--- config.mk ---
export PLATFORM = sky130hd
export DESIGN_NAME = vram_write_scheduler
export DESIGN_NICKNAME = d
export VERILOG_FILES = /design/src/rtl/vram_write_scheduler.sv
export SDC_FILE = /design/constraint.sdc
export NUM_CORES = 1
export LEC_CHECK = 0
export ABC_AREA = 0
export CELL_PAD_IN_SITES_DETAIL_PLACEMENT = 1
export CELL_PAD_IN_SITES_GLOBAL_PLACEMENT = 1
export CORE_MARGIN = 2
export CORE_UTILIZATION = 35
export DETAILED_ROUTE_END_ITERATION = 8
export GPL_TIMING_DRIVEN = 0
export PLACE_DENSITY_LB_ADDON = 0.05
export SLEW_MARGIN = 20
export SYNTH_ARGS = -nofsm -noshare
export SYNTH_HDL_FRONTEND = slang
export SYNTH_SLANG_ARGS = --single-unit
--- constraint.sdc ---
create_clock -name clk -period 2.8 [get_ports clk]
set_clock_uncertainty 0.05 [all_clocks]
set_input_delay 0.7 -clock clk [delete_from_list [all_inputs] [get_ports clk]]
set_output_delay 0.7 -clock clk [all_outputs]
set_load 0.02 [all_outputs]
--- src/rtl/vram_write_scheduler.sv ---
// ---------------------------------------------------------------------------
// vram_write_scheduler
//
// This block owns the single GPU VRAM write port and shares it between two
// sources:
//   * CPU bus writes: one byte per request, using a valid/ready handshake.
//     The CPU always has strict priority.
//   * A hardware fill engine: it writes one constant byte over an address
//     range and uses every writable cycle that the CPU leaves free.
// No write happens outside the vram_writable (vblank) window. The block never
// writes an address at or above VRAM_SIZE.
//
// Ports
//   clk, rst        system clock; synchronous active-high reset
//   vram_writable   VRAM may be written this cycle
//   cpu_valid       CPU write request
//   cpu_addr        CPU write address
//   cpu_data        CPU write data
//   cpu_ready       request accepted this cycle (combinational)
//   fill_start      one-cycle pulse that launches a fill
//   fill_base       first fill address
//   fill_len        number of bytes to fill (0..2**ADDR_WIDTH)
//   fill_value      fill byte
//   fill_busy       fill in progress (registered)
//   fill_done       one-cycle pulse on fill completion (registered)
//   vram_addr       registered write address
//   vram_data       registered write data
//   vram_we         registered write enable
// ---------------------------------------------------------------------------
module vram_write_scheduler #(
    parameter int ADDR_WIDTH = 12,
    parameter int VRAM_SIZE  = 2304
) (
    input  logic                  clk,
    input  logic                  rst,
    input  logic                  vram_writable,
    input  logic                  cpu_valid,
    input  logic [ADDR_WIDTH-1:0] cpu_addr,
    input  logic [7:0]            cpu_data,
    output logic                  cpu_ready,
    input  logic                  fill_start,
    input  logic [ADDR_WIDTH-1:0] fill_base,
    input  logic [ADDR_WIDTH:0]   fill_len,
    input  logic [7:0]            fill_value,
    output logic                  fill_busy,
    output logic                  fill_done,
    output logic [ADDR_WIDTH-1:0] vram_addr,
    output logic [7:0]            vram_data,
    output logic                  vram_we
);

    // Address arithmetic uses one extra bit, so VRAM_SIZE and a full-range
    // length can be represented without wrapping.
    localparam logic [ADDR_WIDTH:0] LP_SIZE = (ADDR_WIDTH+1)'(VRAM_SIZE);
    localparam logic [ADDR_WIDTH:0] LP_ONE  = (ADDR_WIDTH+1)'(1);
    localparam logic [ADDR_WIDTH:0] LP_LAST = LP_SIZE - LP_ONE;

    typedef enum logic [0:0] {
        ST_IDLE = 1'b0,
        ST_FILL = 1'b1
    } state_t;

    state_t                r_state;
    logic [ADDR_WIDTH-1:0] r_base;
    logic [ADDR_WIDTH:0]   r_len;
    logic [ADDR_WIDTH:0]   r_offset;
    logic [7:0]            r_value;

    logic                  r_vram_we;
    logic [ADDR_WIDTH-1:0] r_vram_addr;
    logic [7:0]            r_vram_data;
    logic                  r_fill_busy;
    logic                  r_fill_done;

    logic                  w_cpu_ready;
    logic                  w_cpu_accept;
    logic                  w_cpu_in_range;
    logic [ADDR_WIDTH:0]   w_fill_addr;
    logic                  w_fill_issue;
    logic                  w_fill_last;
    logic                  w_start_ok;

    // The CPU sees ready whenever the port can be written. Its accept
    // therefore depends only on the window and never on the fill state.
    assign w_cpu_ready    = vram_writable & ~rst;
    assign w_cpu_accept   = cpu_valid & w_cpu_ready;
    assign w_cpu_in_range = ({1'b0, cpu_addr} < LP_SIZE);

    // The fill takes a slot only when the window is open and the CPU has
    // not claimed the slot.
    assign w_fill_addr  = {1'b0, r_base} + r_offset;
    assign w_fill_issue = (r_state == ST_FILL) & vram_writable & ~w_cpu_accept;

    // The fill stops on whichever limit it reaches first: the requested
    // length or the top of VRAM. The remaining bytes are discarded, so the
    // fill never wraps.
    assign w_fill_last = ((r_offset + LP_ONE) == r_len) || (w_fill_addr == LP_LAST);

    // A start with nothing to do only produces the completion pulse.
    assign w_start_ok = (fill_len != '0) && ({1'b0, fill_base} < LP_SIZE);

    always_ff @(posedge clk) begin
        if (rst) begin
            r_state     <= ST_IDLE;
            r_base      <= '0;
            r_len       <= '0;
            r_offset    <= '0;
            r_value     <= '0;
            r_vram_we   <= 1'b0;
            r_vram_addr <= '0;
            r_vram_data <= '0;
            r_fill_busy <= 1'b0;
            r_fill_done <= 1'b0;
        end else begin
            r_vram_we   <= 1'b0;
            r_fill_done <= 1'b0;

            // Write port stage: at most one source drives the port each cycle
            if (w_cpu_accept) begin
                r_vram_addr <= cpu_addr;
                r_vram_data <= cpu_data;
                // An out-of-range CPU write is still accepted, but it is dropped.
                r_vram_we   <= w_cpu_in_range;
            end else if (w_fill_issue) begin
                r_vram_addr <= w_fill_addr[ADDR_WIDTH-1:0];
                r_vram_data <= r_value;
                r_vram_we   <= 1'b1;
            end

            // Fill control stage
            case (r_state)
                ST_IDLE: begin
                    if (fill_start) begin
                        if (w_start_ok) begin
                            r_state     <= ST_FILL;
                            r_base      <= fill_base;
                            r_len       <= fill_len;
                            r_value     <= fill_value;
                            r_offset    <= '0;
                            r_fill_busy <= 1'b1;
                        end else begin
                            r_fill_done <= 1'b1;
                        end
                    end
                end
                ST_FILL: begin
                    // A fill_start that arrives while a fill is running is ignored.
                    if (w_fill_issue) begin
                        r_offset <= r_offset + LP_ONE;
                        if (w_fill_last) begin
                            r_state     <= ST_IDLE;
                            r_fill_busy <= 1'b0;
                            r_fill_done <= 1'b1;
                        end
                    end
                end
                default: begin
                    r_state     <= ST_IDLE;
                    r_fill_busy <= 1'b0;
                end
            endcase
        end
    end

    assign cpu_ready = w_cpu_ready;
    assign fill_busy = r_fill_busy;
    assign fill_done = r_fill_done;
    assign vram_addr = r_vram_addr;
    assign vram_data = r_vram_data;
    assign vram_we   = r_vram_we;

endmodule

==> flow_metrics.py, run 1 <==
metrics = {
    "sta": {
        "max_slew.worst_pin.slew_ns": 0.7003,
        "period_share_pct": 95.15,
        "max-slew-margin-rel_pct": 53.31,
        "setup_slack_ns": 0.1359,
        "setup_viol": 0,
        "period_needed_ns": 2.664,
        "fmax_ghz": 0.3754,
        "hold_violations": 0,
        "drv_slew": 0,
    },
    "power": {
        "power_frac_comb_pct": 16.9,
        "swShare_pct": 27.36,
        "p_int_w": 0.001830,
        "ir_worst_vdd_mv": 0.2523,
        "power_switching_w": 0.0006890,
        "powerDensity_nw_per_um2": 481.8,
        "finalPower_w": 0.002519,
        "share_clk_of_total_power_pct": 40.3,
        "pwr-share-seq_pct": 42.9,
        "p_leak_nw": 1.932,
    },
    "critical_path": {
        "end_kind": "register",
        "required_ns": 2.99,
        "critPathLaunchType": "register",
        "reg2reg_depth": 8,
        "worst_ep_arrival_time_ns": 2.86,
        "cp_max_fo": 10,
        "r2r-start": "r_offset[2]",
        "critical_path_class": "register to register",
        "r2r-end": "fill_done",
        "r2r_slack_ns": 0.14,
    },
    "drt": {
        "vias": 3986,
        "drt.antenna.violating_nets": 0,
        "dr_wl_met3_um": 491,
        "routed.top_layer": "met4",
        "drcViolationCount": 0,
        "viasPerCell": 5.322,
        "post_drt_wl_per_cell_um": 17.95,
        "wl_met2_um": 6405,
        "drt_first_pass_iters": 4,
        "drt-met1-wl_um": 6405,
        "drtIter0Drc": 213,
        "routed_wirelength_um": 13450,
    },
    "placed_design": {
        "gp_congestion": 0.8148,
        "hpwl_um": 10400,
        "dp_slack_ns": -0.5186,
        "numPortBuffers": 80,
    },
    "logic_synthesis": {
        "synth_cell_type_count": 60,
        "post-synth-top-count-cell": "nand2_1",
        "yosysWarnings": 0,
        "synth_cells": 510,
        "syn-num-nets": 582,
        "synth_top_area_cell": "dfxtp_1",
        "avgSynthCellArea_um2": 7.620,
        "synth_area_um2": 3886,
        "ys_top_cells_by_count": "nand2_1, dfxtp_1, a21oi_1",
        "yosysTopAreaCellShare_pct": 36.06,
        "synthTopCellsByArea": "dfxtp_1, nand2_1, a21oi_1, nor2_1, ha_1",
        "synthArstFlopShare_pct": 0,
        "synth-seq-area-share_pct": 36.06,
        "ys_ff_latch": 70,
        "synth_ff_type": "dfxtp_1",
        "synth_edf_count": 0,
    },
    "clock_tree": {
        "clk_path_buf_depth": 2,
        "htreeDepth": 3,
        "tritoncts": "yes",
        "clk_pin_slew_ns": 0.07,
        "cts_buffers": 9,
        "clock-sinks": 70,
        "root_buffer": "clkbuf_8",
        "clock_latency_ns": 0.35,
    },
    "finish": {
        "regArea_um2": 1405,
        "multi_input_area_um2": 2400,
        "n_antenna_cell": 0,
        "nets": 676,
        "drive_gt1_share_pct": 8.703,
        "syn_to_final_growth_pct": 34.51,
        "nFillCells": 1337,
        "fin_util_pct": 48.22,
    },
    "floorplanning": {
        "fp.dieArea_um2": 11960,
        "core_area_um2": 10840,
        "start_util_pct": 35.85,
        "die_w_um": 109.4,
        "io_pins": 82,
        "row_count": 38,
        "die_h_um": 109.4,
    },
    "worst_hold_path": {
        "hold-path-endpoint": "r_value[1]",
        "hold_path.startpoint": "r_value[1]",
        "min_path_type": "register to register",
        "whs_path_depth": 2,
    },
    "global_route": {
        "overflow": 0,
        "grt_max_degree": 13,
        "antenna_found_initial": 0,
        "grt_pass1_vias": 4058,
        "grt_pass1_wl_um": 21360,
        "grt_usage_pct": 23.50,
    },
    "run_status": {
        "status": "finished clean",
    },
    "job": {
        "max_cap_viol_count": 0,
    },
}
[cells by family after synthesis]
family	synth area share, %
fa+ha+maj	4.701
simple gates	25.63
compound gates	23.21
buf+inv	4.700
xor+xnor	5.183
flops	36.06
mux	0.5152
[per-layer routing]
| layer | track usage, % | vias up |
|---|---|---|
| met5 | 0 | - |
| met1 | 32.55 | 1913 |
| met4 | 6.600 | 0 |
| met2 | 38.49 | 75 |
| met3 | 2.845 | 11 |
| li1 | - | 1987 |
[worst max-delay path, stage by stage, from the launching register on]
cell      delay, ns
dfxtp_1        0.41
ha_2           0.44
o21ai_1        0.12
o211a_1        0.25
or3_4          0.38
o311ai_1       0.31
nand2b_1       0.21
nor4_4         0.06
o31a_1         0.32
[worst max-delay path by stage]
stage / start / endpoint / cells past startpoint
after floorplan: r_offset[0] / fill_busy / 10
after global placement: fill_base[10] / r_base[11] / 7
after detailed placement: fill_base[10] / r_base[3] / 7
after CTS: r_offset[0] / fill_busy / 10
after global routing: r_offset[1] / r_state / 9
final: r_offset[2] / fill_done / 8
[layout make-up]
cell class | count | share of cell area, %
Inverter | 12 | 0.8617
Sequential cell | 70 | 26.88
Clock inverter | 6 | 2.082
Timing Repair Buffer | 83 | 15.73
Buffer | 30 | 2.753
Multi-Input combinational cell | 398 | 45.91
Clock buffer | 10 | 2.441
Tap cell | 140 | 3.351
[power by group through the flow]
stage	combinational [W]	sequential [W]	clock (W)
4_1_cts	0.000416	0.00108	0.00103
6_report	0.000425	0.00108	0.00101
3_3_place_gp	0.000400	0.00110	0
2_1_floorplan	0.000186	0.00112	0
3_5_place_dp	0.000411	0.00110	0
5_1_grt	0.000466	0.00109	0.00108
[cell usage in the layout, fill, tap and decap left out, types with 3 or more instances in the layout]
master,n
o211a_1,3
and2_1,7
a311oi_1,11
xnor2_1,12
inv_1,11
o21ai_0,14
nand4_1,3
a211oi_1,5
dfxtp_1,69
clkbuf_1,19
and3b_1,3
or3_1,7
nand3_1,6
a21oi_1,59
bufinv_16,3
nor3_1,4
clkdlybuf4s50_1,79
a31oi_1,3
clkbuf_8,9
nor2b_1,7
nand2_1,107
ha_1,10
o21ai_1,15
ha_2,3
clkbuf_2,5
xor2_1,10
nor2_1,48
o211ai_1,7
buf_4,7
[flip-flops by register name (all words and copies together) (netlist names)]
name	count
fill_busy	1
vram_addr	12
r_value	8
r_offset	13
vram_data	8
vram_we	1
r_state	1
r_len	13
r_base	12
fill_done	1
[metrics by stage]
stage | cell area, µm² | TNS [ns] | hold WS (ns) | cells
final | 5228 | 0 | 0.4088 | 749
after global placement | 4862 | -17.37 | 0.3948 | 730
after detailed placement | 4862 | -19.62 | 0.4027 | 730
after global routing | 5228 | -0.02097 | 0.4358 | 749
after CTS | 5129 | 0 | 0.4163 | 746
after floorplan | 3886 | 0 | 0.3866 | 510
[repair_timing]
item	in CTS	in global routing
hold buffers	0	0
pin swaps	1	5
setup buffers	0	3
gates resized for setup	8	23
gates cloned	0	0
setup endpoints to repair	44	43
No activity file was read; power rests on OpenSTA's default activity.
==> run 2: changes to the inputs <==
--- a/config.mk
+++ b/config.mk
@@ -5,10 +5,9 @@
 export SDC_FILE = /design/constraint.sdc
 export NUM_CORES = 1
 export LEC_CHECK = 0
-export ABC_AREA = 0
+export ABC_AREA = 1
 export CELL_PAD_IN_SITES_DETAIL_PLACEMENT = 1
 export CELL_PAD_IN_SITES_GLOBAL_PLACEMENT = 1
-export CORE_MARGIN = 2
 export CORE_UTILIZATION = 35
 export DETAILED_ROUTE_END_ITERATION = 8
 export GPL_TIMING_DRIVEN = 0
==> run 2 against run 1 <==
  * Sequential cell count is the same
  * Combinational power rose by 2%
  * Sequential share of layout area decreased by 0.90 points
  * Area after synthesis rose by 6.3%
  * Highest routed layer unchanged
==> flow_metrics.py, run 2 <==
metrics = {
    "sta": {
        "period_needed_ns": 2.726,
        "rsz0062_at_grt": "false",
        "hold_violations": 0,
        "period_share_pct": 97.36,
        "setup_viol": 0,
        "drv_slew": 0,
        "fmax_ghz": 0.3668,
        "max_slew.worst_pin.slew_ns": 0.7320,
        "max-slew-margin-rel_pct": 51.20,
    },
    "finish": {
        "finalNonFillerCells": 902,
        "multi_input_area_um2": 2273,
        "nFillCells": 1533,
        "n_antenna_cell": 0,
        "stdcell_area_um2": 5394,
        "reg.largest.list": "r_len: 13 flops, r_offset: 13 flops",
        "layout_common_cells": "nand2_1, inv_1, clkdlybuf4s50_1, dfxtp_1, nand3_1",
        "nets": 826,
        "drive_gt1_share_pct": 4.348,
        "syn_to_final_growth_pct": 30.60,
        "final_common_cell": "nand2_1",
        "regArea_um2": 1401,
    },
    "critical_path": {
        "cp_max_fo": 2,
        "end_kind": "output pin",
        "critical_path_class": "primary input to output pin",
        "cp-startpoint": "vram_writable",
        "r2r-start": "r_offset[5]",
        "worst_ep_arrival_time_ns": 1.98,
        "critPathLaunchType": "primary input",
        "required_ns": 2.05,
    },
    "floorplanning": {
        "fp.dieArea_um2": 12240,
        "io_pins": 82,
        "core_area_um2": 11470,
        "row_count": 39,
        "die_w_um": 110.6,
        "start_util_pct": 36.02,
        "die_h_um": 110.6,
    },
    "power": {
        "power_switching_w": 0.0007333,
        "share_clk_of_total_power_pct": 41.5,
        "powerDensity_nw_per_um2": 480.5,
        "ir_worst_vdd_mv": 0.4526,
        "swShare_pct": 28.29,
        "p_leak_nw": 2.315,
        "power_frac_comb_pct": 16.7,
        "pwr-share-seq_pct": 41.8,
        "p_int_w": 0.001858,
    },
    "logic_synthesis": {
        "synthArstFlopShare_pct": 0,
        "avgSynthCellArea_um2": 6.230,
        "synthTopCellsByArea": "dfxtp_1, nand2_1, inv_1, nand3_1, a21oi_1",
        "synth_edf_count": 0,
        "yosysWarnings": 0,
        "ys_top_cells_by_count": "nand2_1, inv_1, dfxtp_1",
        "synth_cells": 663,
        "syn-num-nets": 735,
        "synth_top_area_cell": "dfxtp_1",
        "synth_cell_type_count": 28,
        "synth_area_um2": 4130,
        "synth_ff_type": "dfxtp_1",
        "synth-seq-area-share_pct": 33.93,
        "yosysTopAreaCellShare_pct": 33.93,
        "post-synth-top-count-cell": "nand2_1",
        "ys_ff_latch": 70,
    },
    "clock_tree": {
        "clk_path_buf_depth": 2,
        "clk_pin_slew_ns": 0.06,
        "tritoncts": "yes",
        "cts_buffers": 9,
        "clock-sinks": 70,
        "root_buffer": "clkbuf_16",
        "clock_latency_ns": 0.35,
        "cts_hold_repair.buffers": 0,
        "htreeDepth": 3,
    },
    "job": {
        "max_cap_viol_count": 0,
    },
    "global_route": {
        "grt_pass1_vias": 4722,
        "antenna_found_initial": 0,
        "grt_max_degree": 12,
        "grt_usage_pct": 24.06,
        "grt_pass1_wl_um": 23090,
        "overflow": 0,
    },
    "worst_hold_path": {
        "hold_path.startpoint": "r_value[4]",
        "min_path_type": "register to register",
    },
    "placed_design": {
        "dpl.cell_count": 886,
        "dpl-instance-area_um2": 5110,
        "numPortBuffers": 80,
        "hpwl_um": 11330,
        "gp_congestion": 0.8308,
    },
    "drt": {
        "routed_wirelength_um": 14230,
        "post_drt_wl_per_cell_um": 15.78,
        "drt_first_pass_iters": 4,
        "drt.antenna.violating_nets": 0,
        "drtIter0Drc": 163,
        "drcViolationCount": 0,
        "vias": 4554,
        "viasPerCell": 5.049,
    },
    "run_status": {
        "status": "finished clean",
    },
}
## run 2: cell types whose count changed in the layout (fill, tap and decap cells not counted), moves of 9 or more
cell / previous run / this run
o21ai_1: 15 / 0
xnor2_1: 12 / 0
clkbuf_16: 0 / 9
xor2_1: 10 / 1
nand2_1: 107 / 218
a311oi_1: 11 / 0
inv_1: 11 / 100
nor2_1: 48 / 37
nand3_1: 6 / 56
o21ai_0: 14 / 36
## run 2: final cells by class
class / instances / share of cell area, %
plain buffers: 23 / 1.763
multi-input cells: 470 / 42.15
well taps: 143 / 3.317
clock buffers: 12 / 4.570
clock inverters: 4 / 0.4175
flip-flops and latches: 70 / 25.98
inverters: 100 / 6.959
repair buffers: 80 / 14.85
## run 2: worst paths after layout
path	cells after the start	end	slack, ns
hold / removal	2	r_value[4]	0.40
setup reg to reg	15	r_state	0.21
setup / recovery	4	cpu_ready	0.07
hold reg to reg	2	r_value[4]	0.40
## run 2: routing by layer
| metal | wire (µm) | share of wire, % | GRT usage, % |
|---|---|---|---|
| met5 | 0 | 0 | 0 |
| met4 | 180 | 1.3 | 7.022 |
| met3 | 501 | 3.5 | 5.049 |
| met2 | 6715 | 47 | 40.00 |
| met1 | 6833 | 48 | 31.28 |
## run 2: timing repair
| item | CTS | global route |
|---|---|---|
| endpoints found under the setup margin | 10 | 16 |
| setup buffers | 0 | 0 |
| pin swaps | 0 | 0 |
| resized for setup | 1 | 4 |
| cloned | 0 | 0 |
## run 2: metrics by stage
stage	worst slack (ns)	util, %	hold slack (ns)	setup TNS, ns	power [W]
after CTS	0.04130	46.92	0.4040	0	0.002614
final	0.07393	47.04	0.4044	0	0.002592
after global placement	-0.3529	44.56	0.3932	-8.633	0.001523
after floorplan	0.6140	-	0.3737	0	0.001327
after detailed placement	-0.4103	44.56	0.3960	-10.80	0.001536
after global routing	0.01924	47.04	0.4260	0	0.002703
## run 2: worst max-delay path, stage by stage
cell	delay, ns
clkdlybuf4s50_1	0.50
inv_1	0.05
nor2_1	0.11
clkdlybuf4s50_1	0.62
## run 2: cell families after synthesis
group	Yosys count	share of synthesized area, %
and+or+nand+nor	340	34.81
adders and majority gates	14	4.423
DFF	70	33.93
buffers and inverters	123	11.33
xor gates and xnor gates	1	0.2121
AOI/OAI and AO/OA	115	15.30
## run 2: power by group through the flow
stage	clock network (W)	logic [W]	registers, W
3_3_place_gp	0	0.000420	0.00110
6_report	0.00108	0.000433	0.00108
3_5_place_dp	0	0.000432	0.00110
4_1_cts	0.00110	0.000435	0.00108
5_1_grt	0.00114	0.000479	0.00109
2_1_floorplan	0	0.000212	0.00111
==> run 3: changes to the inputs <==
--- a/config.mk
+++ b/config.mk
@@ -11,7 +11,7 @@
 export CORE_UTILIZATION = 35
 export DETAILED_ROUTE_END_ITERATION = 8
 export GPL_TIMING_DRIVEN = 0
-export PLACE_DENSITY_LB_ADDON = 0.05
+export PLACE_DENSITY_LB_ADDON = 0.12
 export SLEW_MARGIN = 20
 export SYNTH_ARGS = -nofsm -noshare
 export SYNTH_HDL_FRONTEND = slang
==> constraint.sdc (replaced) <==
create_clock -name clk -period 3.2 [get_ports clk]
set_clock_uncertainty 0.05 [all_clocks]
set_input_delay 0.8 -clock clk [delete_from_list [all_inputs] [get_ports clk]]
set_output_delay 0.8 -clock clk [all_outputs]
set_load 0.02 [all_outputs]
==> run 3 against run 2 <==
  * Sequential share of layout area fell by 0.13 points
  * Final area grew 0.51%
  * Global-route usage barely moved
  * Clock power is essentially flat
  * Die area unchanged
  * Total power shrank 7.7%
  * Highest routed layer unchanged
==> flow_metrics.py, run 3 (synthesized netlist as in run 2, its figures left out) <==
metrics = {
    "run_status": {
        "status": "finished clean",
    },
    "clock_tree": {
        "clk_pin_slew_ns": 0.06,
        "clock_latency_ns": 0.35,
        "tritoncts": "yes",
        "cts_buffers": 9,
        "cts_resized": 0,
        "cts_setup_buffers": 0,
        "htreeDepth": 3,
        "clk_path_buf_depth": 2,
        "clock-sinks": 70,
        "cts_hold_repair.buffers": 0,
        "root_buffer": "clkbuf_16",
    },
    "placed_design": {
        "gp_congestion": 0.8415,
        "numPortBuffers": 80,
        "hpwl_um": 11420,
        "dp_slack_ns": -0.1782,
    },
    "drt": {
        "drt.antenna.violating_nets": 0,
        "vias": 4557,
        "post_drt_wl_per_cell_um": 16.02,
        "drtIter0Drc": 175,
        "routed_wirelength_um": 14450,
        "drcViolationCount": 0,
        "viasPerCell": 5.052,
        "drt_first_pass_iters": 4,
    },
    "floorplanning": {
        "core_area_um2": 11470,
        "die_h_um": 110.6,
        "start_util_pct": 36.02,
        "io_pins": 82,
        "row_count": 39,
        "die_w_um": 110.6,
        "fp.dieArea_um2": 12240,
    },
    "global_route": {
        "grt_max_degree": 15,
        "overflow": 0,
        "antenna_found_initial": 0,
        "grt_usage_pct": 24.11,
        "grt_pass1_vias": 4783,
        "grt_pass1_wl_um": 23340,
    },
    "sta": {
        "rsz0062_at_grt": "false",
        "fmax_ghz": 0.3435,
        "setup_slack_ns": 0.2892,
        "period_share_pct": 90.96,
        "max-slew-margin-rel_pct": 52.65,
        "max_slew.worst_pin.slew_ns": 0.7102,
        "drv_slew": 0,
        "setup_viol": 0,
        "period_needed_ns": 2.911,
        "hold_violations": 0,
    },
    "worst_hold_path": {
        "hold-path-endpoint": "r_value[4]",
        "min_path_type": "register to register",
        "hold_path.startpoint": "r_value[4]",
        "whs_path_depth": 2,
    },
    "critical_path": {
        "reg2reg_depth": 15,
        "critPathMaxStageDelay_ns": 0.62,
        "end_kind": "output pin",
        "critPathLaunchType": "primary input",
        "slowest_stage": "clkdlybuf4s50_1",
        "required_ns": 2.35,
        "r2r-end": "r_state",
        "crit_top_cell": "clkdlybuf4s50_1",
        "r2r-start": "r_offset[5]",
        "path_cells": "clkdlybuf4s50_1 -> inv_1 -> nor2_1 -> clkdlybuf4s50_1",
        "worst_ep_arrival_time_ns": 2.06,
        "cp_max_fo": 2,
        "r2r_slack_ns": 0.61,
        "critical_path_class": "primary input to output pin",
    },
    "job": {
        "max_cap_viol_count": 0,
    },
    "finish": {
        "syn_to_final_growth_pct": 31.26,
        "drive_gt1_share_pct": 4.216,
        "layout_common_cells": "nand2_1, inv_1, clkdlybuf4s50_1, dfxtp_1, nand3_1",
        "n_antenna_cell": 0,
        "reg.largest.list": "r_len: 13 flops, r_offset: 13 flops",
        "nets": 826,
        "final_common_cell": "nand2_1",
        "fin_util_pct": 47.28,
    },
    "power": {
        "finalPower_w": 0.002393,
        "powerDensity_nw_per_um2": 441.3,
        "ir_worst_vdd_mv": 0.4419,
        "p_leak_nw": 2.320,
    },
}
-- run 3: changes by cell type in the layout (fill, tap and decap cells not counted), sizes merged --
cell	previous run	this run
clkbuf	30	27
inv	100	103
clkinv	3	1
bufinv	0	1
clkinvlp	1	2
-- run 3: worst max-delay path, delay by kind of cell --
family        cells  cell delay (ns)
simple gates      1             0.11
buf+inv           3             1.14
-- run 3: cell type report --
type | instances | area [µm²]
tap | 143 | 178.9
fill | 1525 | 6046
sequential | 70 | 1401
multi-input combinational | 470 | 2267
inverter | 100 | 375.4
buffer | 23 | 92.59
clock buffer | 9 | 225.2
clock inverter | 7 | 80.08
timing repair buffer | 80 | 800.8
-- run 3: per-stage QoR --
step	instance area, µm²	setup TNS (ns)	hold WS, ns	instances
3_5_place_dp	5110	-2.967	0.3960	886
5_1_grt	5421	0	0.4283	902
6_report	5421	0	0.4042	902
4_1_cts	5415	0	0.4060	902
2_1_floorplan	4130	0	0.3737	663
3_3_place_gp	5110	-3.536	0.3894	886
-- run 3: how the worst max path moves through the flow --
stage / cells after the start / slack, ns / from / endpoint
after global placement: 7 / -0.21 / fill_len[12] / r_state
after floorplan: 8 / 0.91 / rst / vram_addr[2]
after detailed placement: 7 / -0.18 / fill_len[12] / r_state
final: 4 / 0.29 / vram_writable / cpu_ready
after global routing: 7 / 0.1 / fill_len[3] / fill_busy
after CTS: 7 / 0.18 / fill_len[12] / r_state
-- run 3: report_power, final --
group	total [W]	leakage [nW]	switching, W	internal [W]
Clock	0.00107	0.143	0.000455	0.000614
Sequential	0.000946	0.573	0.0000256	0.000920
Combinational	0.000378	1.60	0.000216	0.000162
Total	0.00239	2.32	0.000696	0.00170
-- run 3: metal layers --
| metal | part of all wire [%] | vias to the layer above | GRT usage [%] |
|---|---|---|---|
| li1 | - | 2311 | - |
| met1 | 47 | 2137 | 30.64 |
| met2 | 47 | 88 | 40.75 |
| met3 | 4.8 | 21 | 4.555 |
| met4 | 1.7 | 0 | 8.178 |
| met5 | 0 | - | 0 |
